[config.mk]
export PLATFORM = sky130hd
export DESIGN_NAME = spi_rx_deserializer_flat
export DESIGN_NICKNAME = d
export VERILOG_FILES = /design/src/rtl/spi_rx_deserializer_if.sv /design/src/rtl/spi_rx_deserializer.sv /design/src/flat_wrapper.sv
export SDC_FILE = /design/constraint.sdc
export NUM_CORES = 1
export LEC_CHECK = 0
export ABC_AREA = 1
export CAP_MARGIN = 10
export CORE_ASPECT_RATIO = 0.9
export CORE_MARGIN = 2
export CORE_UTILIZATION = 35
export CTS_CLUSTER_SIZE = 30
export DETAILED_ROUTE_END_ITERATION = 12
export MAX_ROUTING_LAYER = met4
export PLACE_DENSITY_LB_ADDON = 0.12
export SLEW_MARGIN = 10
export SYNTH_ARGS = -nofsm -noshare
export SYNTH_HDL_FRONTEND = slang
export SYNTH_SLANG_ARGS = --single-unit
[constraint.sdc]
create_clock -name clk -period 1.2 [get_ports clk]
set_input_delay 0.36 -clock clk [delete_from_list [all_inputs] [get_ports clk]]
set_output_delay 0.36 -clock clk [all_outputs]
set_load 0.02 [all_outputs]
[src/rtl/spi_rx_deserializer_if.sv]
// Link and consumer signals of the SPI receive deserializer, grouped so the
// receiver binds as one port.
// Handshake: dout transfers on a clk edge where out_valid & out_ready are both 1;
// out_valid never drops and dout never changes while a word waits for out_ready.
interface spi_rx_deserializer_if #(
  parameter int DATA_W = 12
);
  logic              sclk;
  logic              cs;
  logic              mosi;
  logic [DATA_W-1:0] dout;
  logic              out_valid;
  logic              out_ready;
  logic              frame_err;
  logic              overrun;

  modport master (
    output sclk, cs, mosi, out_ready,
    input  dout, out_valid, frame_err, overrun
  );

  modport slave (
    input  sclk, cs, mosi, out_ready,
    output dout, out_valid, frame_err, overrun
  );
endinterface

[src/rtl/spi_rx_deserializer.sv]
// Oversampling receiver for the LSB-first SPI link: resynchronizes sclk/cs/mosi,
// rebuilds each frame and offers it on a one-word valid/ready holding register.
module spi_rx_deserializer #(
  parameter int DATA_W      = 12,
  parameter int SYNC_STAGES = 2
) (
  input  logic                        clk,
  input  logic                        rst,
  spi_rx_deserializer_if.slave        bus,
  output logic [1:0]                  dbg_state
);
  localparam int CNT_W   = $clog2(DATA_W + 1);
  localparam int PRIME_W = $clog2(SYNC_STAGES + 2);
  localparam logic [PRIME_W-1:0] PRIME_MAX = PRIME_W'(SYNC_STAGES + 1);
  localparam logic [CNT_W-1:0]   LAST_BIT  = CNT_W'(DATA_W - 1);

  typedef enum logic [1:0] {IDLE, ARM, SHIFT, WAIT_CS} state_t;

  state_t              state, state_nxt;
  logic [SYNC_STAGES-1:0] sclk_sync, cs_sync, mosi_sync;
  logic                sclk_d, cs_d;
  logic                sclk_s, cs_s, mosi_s;
  logic                sclk_fall, cs_fall, cs_rise;
  logic [PRIME_W-1:0]  prime_cnt;
  logic                cs_seen_high;
  logic [CNT_W-1:0]    bit_cnt;
  logic [DATA_W-2:0]   shreg;
  logic [DATA_W-1:0]   word;
  logic                done;
  logic [DATA_W-1:0]   done_word;
  logic                start, shift_en, last_bit, err;

  assign sclk_s    = sclk_sync[SYNC_STAGES-1];
  assign cs_s      = cs_sync[SYNC_STAGES-1];
  assign mosi_s    = mosi_sync[SYNC_STAGES-1];
  assign sclk_fall = sclk_d & ~sclk_s;
  assign cs_fall   = cs_d & ~cs_s;
  assign cs_rise   = ~cs_d & cs_s;
  assign word      = {mosi_s, shreg};
  assign dbg_state = state;

  // cs_seen_high only trusts cs_s once the reset values have drained out of the
  // chain, so a link held low across reset cannot fake a frame start.
  always_ff @(posedge clk) begin
    if (rst) begin
      sclk_sync    <= '0;
      cs_sync      <= '1;
      mosi_sync    <= '0;
      sclk_d       <= 1'b0;
      cs_d         <= 1'b1;
      prime_cnt    <= '0;
      cs_seen_high <= 1'b0;
    end else begin
      sclk_sync <= {sclk_sync[SYNC_STAGES-2:0], bus.sclk};
      cs_sync   <= {cs_sync[SYNC_STAGES-2:0], bus.cs};
      mosi_sync <= {mosi_sync[SYNC_STAGES-2:0], bus.mosi};
      sclk_d    <= sclk_s;
      cs_d      <= cs_s;
      if (prime_cnt != PRIME_MAX) prime_cnt <= prime_cnt + 1'b1;
      if (prime_cnt == PRIME_MAX && cs_s) cs_seen_high <= 1'b1;
    end
  end

  always_comb begin
    state_nxt = state;
    start     = 1'b0;
    shift_en  = 1'b0;
    last_bit  = 1'b0;
    err       = 1'b0;
    case (state)
      IDLE: begin
        if (cs_fall && cs_seen_high) begin
          start     = 1'b1;
          state_nxt = ARM;
        end
      end
      ARM: begin
        if (cs_rise) begin
          err       = 1'b1;
          state_nxt = IDLE;
        end else if (sclk_fall) begin
          state_nxt = SHIFT;
        end
      end
      SHIFT: begin
        // A final fall coinciding with cs_rise still completes the word.
        if (sclk_fall) begin
          shift_en = 1'b1;
          if (bit_cnt == LAST_BIT) begin
            last_bit  = 1'b1;
            state_nxt = cs_rise ? IDLE : WAIT_CS;
          end else if (cs_rise) begin
            err       = 1'b1;
            state_nxt = IDLE;
          end
        end else if (cs_rise) begin
          err       = 1'b1;
          state_nxt = IDLE;
        end
      end
      WAIT_CS: begin
        if (cs_rise) state_nxt = IDLE;
      end
      default: state_nxt = IDLE;
    endcase
  end

  always_ff @(posedge clk) begin
    if (rst) begin
      state         <= IDLE;
      bit_cnt       <= '0;
      shreg         <= '0;
      done          <= 1'b0;
      done_word     <= '0;
      bus.dout      <= '0;
      bus.out_valid <= 1'b0;
      bus.frame_err <= 1'b0;
      bus.overrun   <= 1'b0;
    end else begin
      state         <= state_nxt;
      done          <= last_bit;
      bus.frame_err <= err;
      bus.overrun   <= 1'b0;
      if (start) bit_cnt <= '0;
      if (shift_en) begin
        shreg   <= word[DATA_W-1:1];
        bit_cnt <= bit_cnt + 1'b1;
      end
      if (last_bit) done_word <= word;
      // Delivery stage: a completed word either lands in the holding register
      // or is dropped with an overrun pulse when the consumer is stalled.
      if (done) begin
        if (!bus.out_valid || bus.out_ready) begin
          bus.dout      <= done_word;
          bus.out_valid <= 1'b1;
        end else begin
          bus.overrun <= 1'b1;
        end
      end else if (bus.out_valid && bus.out_ready) begin
        bus.out_valid <= 1'b0;
      end
    end
  end
endmodule

[src/flat_wrapper.sv]
// flat-port wrapper written by rule: the top's interface ports become plain ports
module spi_rx_deserializer_flat 
#(
  parameter int DATA_W      = 12,
  parameter int SYNC_STAGES = 2
)
  (clk, rst, dbg_state, bus_sclk, bus_cs, bus_mosi, bus_out_ready, bus_dout, bus_out_valid, bus_frame_err, bus_overrun);
  spi_rx_deserializer_if #(.DATA_W(DATA_W)) bus_i ();
  input  logic clk;
  input  logic rst;
  output logic [1:0] dbg_state;
  input wire logic [$bits(bus_i.sclk)-1:0] bus_sclk;
  input wire logic [$bits(bus_i.cs)-1:0] bus_cs;
  input wire logic [$bits(bus_i.mosi)-1:0] bus_mosi;
  input wire logic [$bits(bus_i.out_ready)-1:0] bus_out_ready;
  output wire logic [$bits(bus_i.dout)-1:0] bus_dout;
  output wire logic [$bits(bus_i.out_valid)-1:0] bus_out_valid;
  output wire logic [$bits(bus_i.frame_err)-1:0] bus_frame_err;
  output wire logic [$bits(bus_i.overrun)-1:0] bus_overrun;
  assign bus_i.sclk = bus_sclk;
  assign bus_i.cs = bus_cs;
  assign bus_i.mosi = bus_mosi;
  assign bus_i.out_ready = bus_out_ready;
  assign bus_dout = bus_i.dout;
  assign bus_out_valid = bus_i.out_valid;
  assign bus_frame_err = bus_i.frame_err;
  assign bus_overrun = bus_i.overrun;
  spi_rx_deserializer #(.DATA_W(DATA_W), .SYNC_STAGES(SYNC_STAGES)) u_core (.clk(clk), .rst(rst), .bus(bus_i), .dbg_state(dbg_state));
endmodule
; ---- Word level (Yosys, flattened, before mapping)
; Index checks and enable logic that the tools add are counted.
[word_totals]
ff_bits = 56
inputBits = 6
output_inout_bits = 17
[classes]
addsub = 2
n_eq_ne = 9
mux = 25
n_bitwise = 7
n_reduce_logical = 12
[op_table]
columns = cell, n
row1 = $mux W1, 14
row2 = $mux W2, 7
row3 = $mux W4, 2
row4 = $pmux W2 S4, 1
row5 = $eq A2 B2 Y1 const B, 3
row6 = $reduce_and A2 Y1, 3
row7 = $add A4 B1 Y4 const B, 1
row8 = $eq A4 B4 Y1 const B, 1
row9 = $ne A2 B2 Y1 const B, 2
row10 = $not A1 Y1, 4
row11 = $reduce_bool A2 Y1, 2
row12 = $and A1 B1 Y1, 3
row13 = $logic_and A1 B1 Y1, 3
row14 = $ne A3 B1 Y1 const B, 1
row15 = $add A2 B1 Y2 const B, 1
row16 = $eq A2 B1 Y1 const B, 1
row17 = $logic_not A2 Y1, 1
row18 = $ne A2 B1 Y1 const B, 1
row19 = $pmux W1 S2, 1
row20 = $reduce_or A2 Y1, 1
row21 = $logic_not A1 Y1, 1
row22 = $logic_or A1 B1 Y1, 1

; ---- Depth between registers and ports, before layout
[logic_depth]
depth_word = 7
ltp_mapped = 10
depth_no_buf = 10

; ---- Worst setup path after synthesis
; OpenSTA, ideal clock, no wires.
[synth_path]
path_type = register to register
start = reg u_core.state[0], in the netlist u_core.dbg_state[0]
end = reg u_core.bit_cnt[2]
setup_ns = 0.117
t_arrival_ns = 1.333
slack_ns = -0.250
path_stages_with_launch = 9
n_path_buf = 1
period_less_slack_ns = 1.450
cell_sequence = dfxtp_1 -> inv_1 -> ha_1 -> inv_2 -> nor2_8 -> buf_6 -> nand2_1 -> xor2_1 -> nor2_1
[synth_via]
elab_chain_cells = 3
elab_cells_between_ends = 6
cone_classes = eq/ne: 1 / mux: 3 / reduce/logical: 2
[synth_rtl]
columns = item, line_no
row1 = "start, declared", spi_rx_deserializer.sv:19  ; state_t state, state_nxt;
row2 = "start signal, assigned", spi_rx_deserializer.sv:120  ; state <= state_nxt;
row3 = $eq A2 B2 Y1 / $logic_not A2 Y1 (equally long branches), spi_rx_deserializer.sv:70  ; case (state)
row4 = $mux W1, spi_rx_deserializer.sv:70
row5 = $mux W4 / $reduce_bool A2 Y1 (equally long branches), n/a
row6 = "end signal, assigned", spi_rx_deserializer.sv:127  ; bit_cnt <= bit_cnt + 1'b1;
row7 = "end, declared", spi_rx_deserializer.sv:26  ; logic [CNT_W-1:0] bit_cnt;
; Parallel ways exist; a longest one is shown, timed or not.
; A chain may end at the register's enable or synchronous reset.

; ---- Worst setup path after layout
[layout_path]
start = reg u_core.state[1], in the netlist u_core.dbg_state[1]
end = reg u_core.state[0], in the netlist u_core.dbg_state[0]
[layout_via]
elab_chain_cells = 3
elab_cells_between_ends = 8
cone_classes = eq/ne: 5 / mux: 1 / reduce/logical: 2
[layout_rtl]
columns = item, line_no
row1 = $eq A2 B1 Y1 / $logic_not A2 Y1 (equally long branches), spi_rx_deserializer.sv:70
row2 = $ne A3 B1 Y1 (no source line) / $ne A2 B1 Y1 (equally long branches), n/a
row3 = $reduce_and A2 Y1 (no source line), n/a
; Parallel ways exist; a longest one is shown, timed or not.

==> reports/results.txt <==
Status - finished, violations left
Violated checks - setup timing
Chip width - 85.50 um
Dpl cells - 360
Finished Core Util - 47.44%
Vias in the first global route - 1531
Syn Inst Count - 257
Max stage delay on crit path - 0.37 ns
Finished Cell Area - 2716 sq um
Worst Path Max Fanout - 3
Synth area leaders - dfxtp_1 (54%), nor2_1 (9.9%), o21ai_0 (6.2%)
Crit-path leading delay family - flip-flops
Buf/Inv on CP - 2
Total Wirelength - 4.036 mm
CP max stage cell - dfxtp_4
Final Hold Viols - 0
Crit-path cells - buf_4, inv_2, ha_2, nand3_1, o21ai_2, nand2_1, nand2_1, a21oi_1
Synth cell types - 22
CP endpoint kind - flop
Final setup fails - 25
Final worst path period share - 105.9%
First-pass GRT wire length - 6.927 mm
Synth Cell Area - 2092 sq um
TritonCTS clock tree - done
Worst Tran Pin Value - 0.2008 ns
Net Count, Synth - 269
RSZ-0062 raised after global routing - true
Area delta synth->final - 29.84%
CP startpoint kind - flop
Std cell rows - 26
First DRT Iteration DRCs - 68
Clock Latency Late Sink - 0.31 ns
Total CTS buffers - 5
Hold-fix buffers, CTS - 0
CP Class - flop to flop
DRC viols - 0
VDD IR-drop max - 0.7072 mV
CTS root buf - clkbuf_8
Pleak - 1.227 nW
# diodes - 0
Detailed Place HPWL - 2.687 mm
Largest net degree at the start of global routing - 23
Final Max Slew Viols - 0
Yosys top cell area share - 53.59%
Initial Utilization - 36.54%
Drt wl/cell - 10.94 um
Max Root-Sink Buffers - 2
GRT Overall Usage - 13.58%
Flops & latches, synth - 56
Ports - 23
Final Net Count - 310
Layout cell share with drive strength beyond 1 - 29.77%
Initial antenna violation count - 0
Most common cell on crit path - nand2_1
WP data arrival - 1.46 ns
Fin crit period - 1.270 ns
Power, Total - 3.260 mW
GRT Residual Overflow - 0
Final Non-Filler Cells - 369
Vias - 1652
Commonest non-fill, non-tap cell in the layout - nor2_1
Most frequent cells in the layout - nor2_1 (53), dfxtp_1 (49), buf_4 (28), inv_1 (22), o21ai_0 (22)
Max cap viols - 0
Mapped Avg Cell Area - 8.140 sq um
H-Tree Depth - 2
Yosys top cell by area - dfxtp_1
Min-delay worst type - primary input to flop
Synth warn - 0
Clock slew at reported path FFs - 0.09 ns
Final GP Congestion - 0.7693
Final ANT Viol Nets - 0
Die ar. - 6613 sq um
Cell Pwr Density - 1200 nW/um^2
First drt pass iteration count - 5
Slew margin rel. - 86.57%
Critical Path RT - 1.39 ns
Total core area - 5725 sq um
Sink Count - 56
Final setup skew - 0.01126 ns
Register area share after synthesis - 53.59%
Die height - 77.35 um
Via density - 4.477
F_max - 787.1 MHz
I/O Buffers - 22
Final worst slack - -0.07045 ns
Placed cell area - 2570 sq um
-- stage by stage --
step	hold slack, ns	setup WS [ns]	TNS, ns
final	0.3532	-0.07045	-0.6975
after global routing	0.3524	-0.1551	-3.236
after CTS	0.4137	-0.06430	-0.8123
after detailed placement	0.3999	-0.3324	-12.33
after global placement	0.3894	-0.3165	-12.09
after floorplan	0.3883	0.01017	0
-- final cells by class --
type,instances,area (sq um)
fill,596,3009
sequential,56,1135
multi-input combinational,159,872.1
timing repair buffer,43,391.6
inverter,32,130.1
tap,70,87.58
clock buffer,6,82.58
clock inverter,2,10.01
timing repair inverter,1,7.507
-- cell usage after synthesis, drive strengths merged --
cell type	count
ha	6
a21oi	18
nor2	58
clkbuf	2
nand2	21
or2	2
nor3	1
nand3	10
o21ai	41
inv	32
buf	8
dfxtp	56
xor2	2
-- sequential cells by signal (all words and copies together) (netlist names) --
register              flops
u_core.bus.dout          12
u_core.done_word         12
u_core.shreg             11
u_core.bit_cnt            4
u_core.cs_sync            2
u_core.dbg_state          2
u_core.mosi_sync          2
u_core.prime_cnt          2
u_core.sclk_sync          2
u_core.bus.frame_err      1
u_core.bus.out_valid      1
u_core.bus.overrun        1
u_core.cs_d               1
u_core.cs_seen_high       1
u_core.done               1
u_core.sclk_d             1
-- routing by layer --
| layer | share of wire [%] | global-route usage (%) | wire, um |
|---|---|---|---|
| met2 | 43 | 19.61 | 1752 |
| met5 | 0 | - | 0 |
| met3 | 3.9 | 3.191 | 156 |
| met4 | 1.8 | 5.714 | 74 |
| met1 | 51 | 18.26 | 2053 |
-- where the power goes --
group | switching (mW) | total [mW] | internal [mW] | leakage (nW)
clock network | 0.587 | 1.05 | 0.462 | 0.0510
logic | 0.147 | 0.282 | 0.134 | 0.719
registers | 0.0281 | 1.93 | 1.90 | 0.457
total | 0.763 | 3.26 | 2.50 | 1.23
-- final timing paths --
| kind | from | to | slack (ns) | cells after the start |
|---|---|---|---|---|
| setup / recovery | u_core.dbg_state[1] | u_core.dbg_state[0] | -0.07 | 8 |
| hold / removal | bus_out_ready | u_core.bus.overrun | 0.35 | 4 |
| setup reg to reg | u_core.dbg_state[1] | u_core.dbg_state[0] | -0.07 | 8 |
| hold reg to reg | u_core.sclk_sync[0] | u_core.sclk_sync[1] | 0.41 | 2 |
-- logic make-up after synthesis --
family,after synthesis,share of synthesized area [%]
XOR/XNOR,2,0.8375
AO/OA/AOI/OAI,59,14.11
AND/OR/NAND/NOR,92,19.14
adder cells (fa/ha/maj),6,3.588
flip-flops,56,53.59
buffers and inverters,42,8.732
-- worst min-delay path, cell delays in order --
cell and delay (ns):
dlymetal6s2s_1 0.10, nor2_2 0.06, inv_1 0.06, nor3_1 0.04
-- repair_timing --
action,CTS,global route
resized for setup,77,43
cloned,0,1
pin swaps,1,5
endpoints found under the setup margin,45,52
setup buffers,0,1
Note: power is estimated with default switching activity, not from simulation.
